**src/rtl/rf_writeback_arb.sv**
```systemverilog
// Register-file write-port arbiter: pipeline writeback wins, buffered mult/div
// results fill idle slots, and a busy scoreboard tracks pending destinations.
module rf_writeback_arb #(
    parameter int unsigned DEPTH  = 2,
    parameter int unsigned ADDR_W = 5,
    parameter int unsigned DATA_W = 32
) (
    input  logic              clk,
    input  logic              rst,
    input  logic              pipe_we,
    input  logic [ADDR_W-1:0] pipe_rd,
    input  logic [DATA_W-1:0] pipe_wd,
    input  logic              md_issue,
    input  logic [ADDR_W-1:0] md_issue_rd,
    input  logic              md_valid,
    output logic              md_ready,
    input  logic [ADDR_W-1:0] md_rd,
    input  logic [DATA_W-1:0] md_wd,
    output logic              rf_we,
    output logic [ADDR_W-1:0] rf_a3,
    output logic [DATA_W-1:0] rf_wd,
    output logic [31:0]       busy_mask,
    output logic              fifo_full
);

    localparam int unsigned PTR_W = (DEPTH > 1) ? $clog2(DEPTH) : 1;
    localparam int unsigned CNT_W = PTR_W + 1;

    logic [ADDR_W-1:0] r_fifo_rd [DEPTH];
    logic [DATA_W-1:0] r_fifo_wd [DEPTH];
    logic              r_fifo_sq [DEPTH];
    logic [PTR_W-1:0]  r_wptr;
    logic [PTR_W-1:0]  r_rptr;
    logic [CNT_W-1:0]  r_count;

    logic              r_we;
    logic [ADDR_W-1:0] r_a3;
    logic [DATA_W-1:0] r_wd;
    logic [31:0]       r_busy;

    logic              w_pipe_wr;
    logic              w_empty;
    logic              w_ready;
    logic              w_pop;
    logic              w_push;
    logic [ADDR_W-1:0] w_head_rd;
    logic [DATA_W-1:0] w_head_wd;
    logic              w_head_sq;
    logic [31:0]       w_busy_nxt;

    assign w_pipe_wr = pipe_we && (pipe_rd != '0);
    assign w_empty   = (r_count == '0);
    assign w_ready   = (r_count != CNT_W'(DEPTH));
    assign w_pop     = !w_pipe_wr && !w_empty;
    // Results to r0 complete the handshake but are dropped.
    assign w_push    = md_valid && w_ready && (md_rd != '0);
    assign w_head_rd = r_fifo_rd[r_rptr];
    assign w_head_wd = r_fifo_wd[r_rptr];
    assign w_head_sq = r_fifo_sq[r_rptr];

    assign md_ready  = w_ready;
    assign fifo_full = !w_ready;
    assign rf_we     = r_we;
    assign rf_a3     = r_a3;
    assign rf_wd     = r_wd;
    assign busy_mask = r_busy;

    // Next scoreboard: pop clears, issue sets afterwards so set wins; r0 never busy.
    always_comb begin
        w_busy_nxt = r_busy;
        if (w_pop) begin
            w_busy_nxt[w_head_rd] = 1'b0;
        end
        if (md_issue && (md_issue_rd != '0)) begin
            w_busy_nxt[md_issue_rd] = 1'b1;
        end
        w_busy_nxt[0] = 1'b0;
    end

    // Result FIFO storage, pointers and occupancy; pipe writes squash older same-rd entries.
    always_ff @(posedge clk or posedge rst) begin
        if (rst) begin
            for (int unsigned i = 0; i < DEPTH; i++) begin
                r_fifo_rd[i] <= '0;
                r_fifo_wd[i] <= '0;
                r_fifo_sq[i] <= 1'b0;
            end
            r_wptr  <= '0;
            r_rptr  <= '0;
            r_count <= '0;
        end else begin
            for (int unsigned i = 0; i < DEPTH; i++) begin
                if (w_pipe_wr && (r_fifo_rd[i] == pipe_rd)) begin
                    r_fifo_sq[i] <= 1'b1;
                end
            end
            if (w_push) begin
                r_fifo_rd[r_wptr] <= md_rd;
                r_fifo_wd[r_wptr] <= md_wd;
                r_fifo_sq[r_wptr] <= w_pipe_wr && (md_rd == pipe_rd);
                r_wptr            <= r_wptr + PTR_W'(1);
            end
            if (w_pop) begin
                r_rptr <= r_rptr + PTR_W'(1);
            end
            case ({w_push, w_pop})
                2'b10:   r_count <= r_count + CNT_W'(1);
                2'b01:   r_count <= r_count - CNT_W'(1);
                default: r_count <= r_count;
            endcase
        end
    end

    // Registered RF write port: pipe first, then unsquashed FIFO head, else idle.
    always_ff @(posedge clk or posedge rst) begin
        if (rst) begin
            r_we <= 1'b0;
            r_a3 <= '0;
            r_wd <= '0;
        end else if (w_pipe_wr) begin
            r_we <= 1'b1;
            r_a3 <= pipe_rd;
            r_wd <= pipe_wd;
        end else if (w_pop && !w_head_sq) begin
            r_we <= 1'b1;
            r_a3 <= w_head_rd;
            r_wd <= w_head_wd;
        end else begin
            r_we <= 1'b0;
        end
    end

    // Busy scoreboard register.
    always_ff @(posedge clk or posedge rst) begin
        if (rst) begin
            r_busy <= '0;
        end else begin
            r_busy <= w_busy_nxt;
        end
    end

endmodule

```
**config.mk**
```make
export PLATFORM = sky130hd
export DESIGN_NAME = rf_writeback_arb
export DESIGN_NICKNAME = d
export VERILOG_FILES = /design/src/rtl/rf_writeback_arb.sv
export SDC_FILE = /design/constraint.sdc
export NUM_CORES = 1
export LEC_CHECK = 0
export CORE_MARGIN = 2
export CORE_UTILIZATION = 51
export DETAILED_ROUTE_END_ITERATION = 6
export HOLD_SLACK_MARGIN = 0.08
export PLACE_DENSITY = 0.93
export RECOVER_POWER = 25
export SLEW_MARGIN = 20
export SYNTH_ARGS = -nofsm -noshare
export SYNTH_HDL_FRONTEND = slang
export SYNTH_SLANG_ARGS = --single-unit
```
**constraint.sdc**
```tcl
create_clock -name clk -period 6.1 [get_ports clk]
set_input_delay 1.22 -clock clk [delete_from_list [all_inputs] [get_ports clk]]
set_output_delay 1.22 -clock clk [all_outputs]
set_load 0.02 [all_outputs]
```
==> metrics.md <==
| Metric | Value |
|---|---|
| Max transition margin | `0.2725` |
| CP Data Arrival Time | `3.78 ns` |
| FILL cells | `882` |
| Grt total ovfl | `0` |
| DRT Wirelength | `16810 um` |
| Max Cap Viol | `0` |
| CTS tree | `built` |
| Netlist cell types | `34` |
| WP buf/inv | `1` |
| H-tree depth | `4` |
| Final setup violation count | `0` |
| Hold Buf Count CTS | `0` |
| Post-Route Setup TNS | `0 ns` |
| Post-cts resize count | `0` |
| Cell Rows | `42` |
| Root Buffer | `clkbuf_16` |
| Avg WL per Cell | `18.47 um` |
| Full die area | `14460 sq um` |
| Avg Inst Size Synth | `11.90 sq um` |
| HP Class | `register to register` |
| Layout cells sized above 1 | `0.1717` |
| WS Path Type | `primary input to register` |
| Total Power | `5339 uW` |
| First-pass GRT wire length | `27150 um` |
| VDD IR-drop max | `332.2 uV` |
| Via count | `5106` |
| Starting Density | `0.5204` |
| Reg clk slew, reported paths | `0.06 ns` |
| Core area | `13240 sq um` |
| Clock Tree Buf Depth | `2` |
| Clock skew | `0.009298 ns` |
| Fmax | `0.2872 GHz` |
| N_diodes | `0` |
| Worst-Skew Late Latency | `0.42 ns` |
| Leakage Power | `0.003919 uW` |
| GRT Util Overall | `0.2415` |
| Vias in the first global route | `5490` |
| RSZ-0062 raised after global routing | `no` |
| Critical path startpoint category | `primary input` |
| Port buffer count | `154` |
| Hold slack final | `0.4877 ns` |
| Initial antenna violation count | `0` |
| Worst Path Required | `6.40 ns` |
| P per Cell Area | `582.1 nW/um^2` |
| CTS Sinks | `149` |
| CP max stage delay | `0.84 ns` |
| Warnings, synthesis | `0` |
| Final min period | `3.481 ns` |
| Crit-path cells | `clkdlybuf4s50_1 > or4_1 > o211ai_2 > nand2b_2 > mux2_2` |
| 1st-iter DRT viols | `328` |
| Hold Violations, Final | `0` |
| Worst path top cell family by delay | `simple AND/OR/NAND/NOR gates` |
| Seq/Total Area, Yosys | `0.5410` |
| Die Ht | `120.2 um` |
| CP endpoint kind | `register` |
| Routability cong. | `0.8469` |
| Syn Nets | `664` |
| Tcrit/Tclk final | `0.5707` |
| Final Max Tran Viols | `0` |
| HPWL Detailed | `11380 um` |
| Fin nets | `807` |
| Cell Area, Synth | `6892 sq um` |
| Status | `complete, no violations` |
| Slew @ Worst Pin | `1.091 ns` |
| Crit Path Max Fanout | `39` |
| Routed Antenna Nets | `0` |
| Number of synthesized register bits | `149` |
| Area grow syn2layout | `33.10%` |
| Io pins | `156` |
| Pre-antenna DRT Iters | `5` |
| Post-route DRC violation count | `0` |
| Largest net degree at the start of global routing | `112` |
| Post-Synthesis Cells | `579` |
| Die Wd | `120.2 um` |
| Avg Vias per Cell | `5.611` |
| CTS Buf Count | `17` |
| Slowest CP cell | `nand2b_2` |
| Setup Fix Bufs, Post-CTS | `0` |
[per-layer routing]
layer,GRT usage,vias to the layer above,routed length (um)
li1,-,2320,-
met1,0.2758,2509,6396
met2,0.4247,218,8870
met3,0.05566,59,979
met4,0.1221,0,560
met5,0,-,0
[kinds of logic (layout without fill, tap and decap cells)]
logic type / Yosys count / in the layout / synth area share
adders and majority gates: 1 / 1 / 0.001815
AOI/OAI and AO/OA: 74 / 74 / 0.06845
and+or+nand+nor: 141 / 141 / 0.08733
buffers and inverters: 38 / 193 / 0.02996
xor gates and xnor gates: 19 / 19 / 0.02415
DFF: 149 / 149 / 0.5410
other: 1 / 1 / 0.0005441
muxes: 156 / 156 / 0.2467
[where the power goes]
part / leakage, uW / internal [uW] / switching (uW) / total [uW]
combinational: 0.00182 / 1180 / 1150 / 2330
clock: 0.000317 / 749 / 406 / 1150
sequential: 0.00178 / 1480 / 369 / 1850
total: 0.00392 / 3420 / 1920 / 5340
[cell type report]
| class | count | area [sq um] | share of cell area |
|---|---|---|---|
| inverters | 4 | 20.02 | 0.002183 |
| flip-flops and latches | 149 | 3730 | 0.4066 |
| multi-input cells | 392 | 2977 | 0.3245 |
| repair buffers | 158 | 1572 | 0.1713 |
| well taps | 176 | 220.2 | 0.02401 |
| clock buffers | 20 | 456.7 | 0.04979 |
| clock inverters | 11 | 197.7 | 0.02155 |
[worst reg2reg max path, cell delays in order (launching register included)]
cell     delay [ns]
dfrtp_2        1.09
mux2i_1        0.21
nand2_2        0.11
buf_4          0.55
mux2i_1        0.31
o21ai_0        0.10
[synth_stat cells (all sizes together)]
master / count / area (sq um)
and3: 2 / 12.51
o21ai: 37 / 185.2
nand4: 1 / 6.260
mux2i: 45 / 450.4
nand2: 108 / 405.4
mux2: 111 / 1250
dfrtp: 149 / 3729
inv: 4 / 15.01
a31oi: 1 / 6.260
o211ai: 1 / 12.51
o31ai: 31 / 232.7
conb: 1 / 3.750
xor2: 10 / 87.58
a21boi: 1 / 7.510
nor2: 4 / 15.01
xnor2: 9 / 78.83
nand2b: 3 / 21.27
nor3: 5 / 25.02
or4: 1 / 7.510
or2: 2 / 12.51
buf: 18 / 131.4
a41oi: 2 / 17.52
clkbuf: 16 / 60.06
nor3b: 4 / 30.03
ha: 1 / 12.51
and3b: 3 / 26.28
nand3: 8 / 40.04
o21ba: 1 / 10.01
[stage by stage]
step | utilization | cells | worst slack, ns | instance area, sq um
2_1_floorplan | - | 579 | 0.8720 | 6892
3_3_place_gp | 0.6432 | 879 | 2.252 | 8518
3_5_place_dp | 0.6432 | 879 | 2.170 | 8518
4_1_cts | 0.6926 | 910 | 2.596 | 9173
5_1_grt | 0.6926 | 910 | 2.519 | 9173
6_report | 0.6926 | 910 | 2.619 | 9173
[path summary, 6_finish.rpt]
path | slack [ns] | startpoint | cells after the start | end
hold / removal | 0.49 | r_fifo_wd[27] | 1 | r_fifo_wd[27]
setup / recovery | 2.62 | md_rd[1] | 5 | r_fifo_wd[62]
max in group asynchronous | 3.47 | rst | 3 | r_fifo_wd[20]
setup reg to reg | 3.59 | r_rptr | 5 | rf_wd[26]
min in group asynchronous | 1.52 | rst | 2 | r_fifo_wd[17]
hold reg to reg | 0.49 | r_fifo_wd[27] | 1 | r_fifo_wd[27]
[placed cells by master (no fill, tap or decap), types with 8 or more instances in the layout]
master | netlist | routed
o21ai_0 | 37 | 37
o31ai_1 | 31 | 31
clkbuf_16 | 0 | 17
xnor2_1 | 9 | 9
clkdlybuf4s50_1 | 0 | 153
mux2i_1 | 45 | 45
xor2_1 | 10 | 10
nand2_1 | 108 | 107
dfrtp_1 | 149 | 148
mux2_1 | 29 | 29
mux2_2 | 82 | 82
nand3_1 | 8 | 8
[state kept, by name, summed over array words and instances (netlist names)]
signal and count:
busy_mask 31, r_count 2, r_fifo_rd 10, r_fifo_sq 2, r_fifo_wd 64, r_rptr 1, r_wptr 1, rf_a3 5
rf_wd 32, rf_we 1
Note: power is estimated with default switching activity, not from simulation.
